File: config.mk
export PLATFORM = sky130hd
export DESIGN_NAME = mux_rr_nx1
export DESIGN_NICKNAME = d
export VERILOG_FILES = /design/src/rtl/mux_rr_nx1.sv
export SDC_FILE = /design/constraint.sdc
export NUM_CORES = 1
export LEC_CHECK = 0
export ABC_AREA = 1
export CAP_MARGIN = 25
export CORE_ASPECT_RATIO = 1.5
export CORE_MARGIN = 2
export CORE_UTILIZATION = 44
export CTS_BUF_LIST = sky130_fd_sc_hd__clkbuf_8
export CTS_CLUSTER_SIZE = 16
export DETAILED_ROUTE_END_ITERATION = 8
export PLACE_DENSITY = 0.88
export SKIP_CTS_REPAIR_TIMING = 1
export SLEW_MARGIN = 40
export SYNTH_ARGS = -nofsm -noshare
export SYNTH_HDL_FRONTEND = slang
export SYNTH_SLANG_ARGS = --single-unit
File: constraint.sdc
create_clock -name clk_i -period 3.6 [get_ports clk_i]
set_clock_uncertainty 0.05 [all_clocks]
set_input_delay 0.72 -clock clk_i [delete_from_list [all_inputs] [get_ports clk_i]]
set_output_delay 0.72 -clock clk_i [all_outputs]
set_load 0.01 [all_outputs]
File: src/rtl/mux_rr_nx1.sv
// N-channel registered stream mux with valid/ready handshakes; fixed or round-robin selection.
// Defining MUX_PKT_LOCK_EN holds the grant on one channel until its packet's last beat.
module mux_rr_nx1 #(
  parameter int unsigned  N_CH   = 4,
  parameter int unsigned  DATA_W = 8,
  localparam int unsigned SEL_W  = $clog2(N_CH)
) (
  input  logic                     clk_i,
  input  logic                     rst_ni,
  input  logic                     mode_i,
  input  logic [SEL_W-1:0]         sel_i,
  input  logic [N_CH-1:0]          valid_i,
  input  logic [N_CH*DATA_W-1:0]   data_i,
  input  logic [N_CH-1:0]          last_i,
  output logic [N_CH-1:0]          ready_o,
  output logic                     valid_o,
  output logic [DATA_W-1:0]        data_o,
  output logic                     last_o,
  output logic [SEL_W-1:0]         src_o,
  input  logic                     ready_i
);

  logic [SEL_W-1:0]  w_rr_g;
  logic              w_rr_hit;
  logic              w_fix_vld;
  logic [SEL_W-1:0]  w_g;
  logic              w_gnt_vld;
  logic              w_load;
  logic [DATA_W-1:0] w_data;
  logic              w_last;

  logic              r_valid;
  logic [DATA_W-1:0] r_data;
  logic              r_last;
  logic [SEL_W-1:0]  r_src;
  logic [SEL_W-1:0]  r_rr_last;

  // Lowest requester above r_rr_last wins; otherwise wrap to the lowest requester overall.
  always_comb begin : rr_search
    w_rr_g   = '0;
    w_rr_hit = 1'b0;
    for (int j = int'(N_CH) - 1; j >= 0; j--) begin
      if (valid_i[j] && (SEL_W'(j) > r_rr_last)) begin
        w_rr_g   = SEL_W'(j);
        w_rr_hit = 1'b1;
      end
    end
    if (!w_rr_hit) begin
      for (int j = int'(N_CH) - 1; j >= 0; j--) begin
        if (valid_i[j]) w_rr_g = SEL_W'(j);
      end
    end
  end

  always_comb begin : fixed_valid
    w_fix_vld = 1'b0;
    for (int j = 0; j < int'(N_CH); j++) begin
      if (sel_i == SEL_W'(j)) w_fix_vld = valid_i[j];
    end
  end

`ifdef MUX_PKT_LOCK_EN
  logic             r_lock;
  logic [SEL_W-1:0] r_lock_ch;
  logic             w_lock_vld;

  always_comb begin : lock_valid
    w_lock_vld = 1'b0;
    for (int j = 0; j < int'(N_CH); j++) begin
      if (r_lock_ch == SEL_W'(j)) w_lock_vld = valid_i[j];
    end
  end

  always_ff @(posedge clk_i or negedge rst_ni) begin
    if (!rst_ni) begin
      r_lock    <= 1'b0;
      r_lock_ch <= '0;
    end else if (w_load) begin
      r_lock    <= !w_last;
      r_lock_ch <= w_g;
    end
  end
`endif

  always_comb begin : grant
    if (mode_i) begin
      w_g       = w_rr_g;
      w_gnt_vld = |valid_i;
    end else begin
      // An out-of-range sel_i matches no channel, so nothing is granted.
      w_g       = sel_i;
      w_gnt_vld = w_fix_vld;
    end
`ifdef MUX_PKT_LOCK_EN
    if (r_lock) begin
      w_g       = r_lock_ch;
      w_gnt_vld = w_lock_vld;
    end
`endif
  end

  assign w_load = (!r_valid || ready_i) && w_gnt_vld;

  always_comb begin : route
    w_data  = '0;
    w_last  = 1'b0;
    ready_o = '0;
    for (int j = 0; j < int'(N_CH); j++) begin
      if (w_g == SEL_W'(j)) begin
        w_data     = data_i[j*DATA_W +: DATA_W];
        w_last     = last_i[j];
        ready_o[j] = w_load;
      end
    end
  end

  always_ff @(posedge clk_i or negedge rst_ni) begin
    if (!rst_ni) begin
      r_valid <= 1'b0;
      r_data  <= '0;
      r_last  <= 1'b0;
      r_src   <= '0;
    end else if (w_load) begin
      r_valid <= 1'b1;
      r_data  <= w_data;
      r_last  <= w_last;
      r_src   <= w_g;
    end else if (ready_i) begin
      r_valid <= 1'b0;
    end
  end

  // Only round-robin acceptances move the pointer; fixed-mode traffic leaves it alone.
  always_ff @(posedge clk_i or negedge rst_ni) begin
    if (!rst_ni) begin
      r_rr_last <= SEL_W'(N_CH - 1);
    end else if (w_load && mode_i) begin
      r_rr_last <= w_g;
    end
  end

  assign valid_o = r_valid;
  assign data_o  = r_data;
  assign last_o  = r_last;
  assign src_o   = r_src;

endmodule

==> results.sh <==
export IMPL_tightest_slew_ns=0.666
export IMPL_cpMostUsedCell="clkdlybuf4s50_1"
export IMPL_syn_avg_cell_area_sq_um=6.44
export IMPL_synth_area_leaders="dfrtp_1 25%, nand2_1 19%, inv_1 8.3%"
export IMPL_portBuffers=61
export IMPL_min_period_ns=3.32
export IMPL_placed_cells=278
export IMPL_grt_overflow_total=0
export IMPL_ioPinCount=62
export IMPL_ff2ff_setup_slack_ns=1.74
export IMPL_hold_ws_ns=0.422
export IMPL_worstHoldPathCells=2
export IMPL_fin_nets=292
export IMPL_cts_max_level=1
export IMPL_whs_endpoint="src_o[1]"
export IMPL_cts_root_buf="clkbuf_8"
export IMPL_seq_area_frac_synth_pct=29.9
export IMPL_synth_top_cell_area_share_pct=25.5
export IMPL_path_buf_inv=3
export IMPL_slew_violations=0
export IMPL_clk_latency_ns=0.24
export IMPL_finalSetupTns_ns=0
export IMPL_dp_hpwl_mm=2.55
export IMPL_syn_inst=183
export IMPL_crit_type="input port to primary output"
export IMPL_die_y_microns=67.4
export IMPL_vdd_drop_max_mv=0.249
export IMPL_route_met3_wl_microns=209
export IMPL_n_antenna_cell=0
export IMPL_met1_length_mm=1.33
export IMPL_synth_seq_cells=14
export IMPL_fin_cells=282
export IMPL_rr_worst_depth=10
export IMPL_cp_top_family="buffers and inverters"
export IMPL_cts_made_buffers=3
export IMPL_std_cell_rows=23
export IMPL_drv_cap=0
export IMPL_cts_tree="yes"
export IMPL_worst_endpoint_arrival_ns=2.55
export IMPL_track_usage_pct=22.6
export IMPL_nFillCells=216
export IMPL_synth_cell_types=24
export IMPL_die_w_microns=46.3
export IMPL_p_per_area_nw_per_um2=361
export IMPL_layout_common_cells="61 x nand2_1, 61 x clkdlybuf4s50_1, 27 x inv_1, 14 x nand4_1"
export IMPL_vias=1350
export IMPL_p_leak_nw=0.954
export IMPL_clk_path_buf_depth=2
export IMPL_cp_max_fo=5
export IMPL_synthesis_area_sq_um=1180
export IMPL_drc=0
export IMPL_crit_reg2reg_launch="r_rr_last[1]"
export IMPL_wl_mm=3.24
export IMPL_wl_met2_mm=1.65
export IMPL_die_area_sq_um=3120
export IMPL_path_cells="clkdlybuf4s50_1 -> inv_2 -> a21oi_1 -> o21ai_1 -> nand3_1 -> nand2_2 -> nor2_4 -> nand2_1 -> nor2_1 -> clkdlybuf4s50_1"
export IMPL_ys_warn_count=0
export IMPL_syn_num_nets=229
export IMPL_finalCritPeriodShare_pct=92.3
export IMPL_drtPass1Iterations=4
export IMPL_r2r_end="data_o[1]"
export IMPL_status="complete, no violations"
export IMPL_ant_nets=0
export IMPL_critPathCaptureType="primary output"
export IMPL_grt_pass1_vias=1243
export IMPL_topRoutingLayerUsed="met4"
export IMPL_antenna_found_initial=0
export IMPL_crit_required_ns=2.83
export IMPL_gp_congestion=0.806
export IMPL_start_util_pct=45.0
export IMPL_max_freq_mhz=301
export IMPL_rsz0062_at_grt="no"
export IMPL_cts_sinks=14
export IMPL_setup_viol=0
export IMPL_min_delay_start="src_o[1]"
export IMPL_routed_via_density=4.79
export IMPL_power_uw=670
export IMPL_grt_max_degree=26
export IMPL_slew_headroom_pct=55.5
export IMPL_syn2layout_area_growth_pct=57.4
export IMPL_synth_largest_area_cell="dfrtp_1"
export IMPL_grt_pass1_wl_mm=5.22
export IMPL_drtIter0Drc=36
export IMPL_critical_path_slowest_cell="clkdlybuf4s50_1"
export IMPL_layout_drive_gt1_share_pct=11.0
export IMPL_hp_class="register to register"
export IMPL_cts_clk_slew_worst_paths_ns=0.06
export IMPL_wire_per_inst_microns=11.5
export IMPL_utilization_pct=70.9
export IMPL_slowest_delay_ns=0.56
export IMPL_hold_viol=0
export IMPL_coreArea_sq_um=2620
export IMPL_cp_start_kind="input port"
report_power, final:
group	internal, mW	switching [mW]	leakage [nW]
registers	0.198	0.0217	0.167
logic	0.164	0.154	0.760
clock network	0.0755	0.0571	0.0269
worst min-delay path, cell delays in order, from the launching register on:
cell,delay [ns]
dfrtp_1,0.34
nand2_1,0.06
nand2_1,0.05
registers in the layout (all words and copies together) (netlist names):
register / cells
r_rr_last: 2
src_o: 2
data_o: 8
last_o: 1
valid_o: 1
cell type report:
class | instances | area (sq um) | area share [%]
Sequential cell | 14 | 353 | 19.0
Clock inverter | 1 | 3.75 | 0.202
Clock buffer | 3 | 41.3 | 2.23
Tap cell | 37 | 46.3 | 2.49
Timing Repair Buffer | 67 | 656 | 35.3
Multi-Input combinational cell | 130 | 641 | 34.5
Inverter | 30 | 115 | 6.20
per-layer routing:
layer,vias to the layer above,global-route usage (%)
met2,52,38.5
met4,0,6.43
met3,5,4.28
li1,707,-
met1,586,28.2
met5,-,0
through the flow:
stage               cell area (sq um)  setup WS [ns]
finish                           1860          0.276
global route                     1860          0.157
CTS                              1860          0.278
detailed placement               1810          0.279
global placement                 1810          0.271
floorplan                        1180           1.25
worst max-delay path by stage:
stage / startpoint / endpoint / slack (ns) / depth (start not counted)
after floorplan: valid_i[0] / ready_o[0] / 1.25 / 9
after global placement: sel_i[0] / ready_o[3] / 0.27 / 10
after detailed placement: sel_i[0] / ready_o[3] / 0.28 / 10
after CTS: sel_i[0] / ready_o[3] / 0.28 / 10
after global routing: sel_i[0] / ready_o[2] / 0.16 / 10
final: sel_i[0] / ready_o[3] / 0.28 / 10
logic make-up (layout without fill, tap and decap cells):
family | after synthesis | after routing | synth area share (%)
simple gates | 108 | 108 | 43.3
buf+inv | 39 | 101 | 15.7
compound gates | 22 | 22 | 11.0
flops | 14 | 14 | 29.9
Yosys cell counts:
| library cell | n |
|---|---|
| dfrtp_1 | 12 |
| nor2_4 | 1 |
| nand4_1 | 14 |
| buf_2 | 2 |
| nand2_4 | 1 |
| nor2_2 | 1 |
| buf_6 | 3 |
| clkbuf_1 | 1 |
| o21ai_1 | 1 |
| buf_4 | 3 |
| inv_4 | 1 |
| nand3_1 | 12 |
| nor3_2 | 1 |
| nand2_2 | 5 |
| nand2_1 | 61 |
| nand3_2 | 3 |
| inv_2 | 3 |
| o21ai_0 | 4 |
| o21bai_1 | 7 |
| a21oi_1 | 9 |
| o211ai_1 | 1 |
| dfstp_2 | 2 |
| nor2_1 | 9 |
| inv_1 | 26 |
Note: power is estimated with default switching activity, not from simulation.
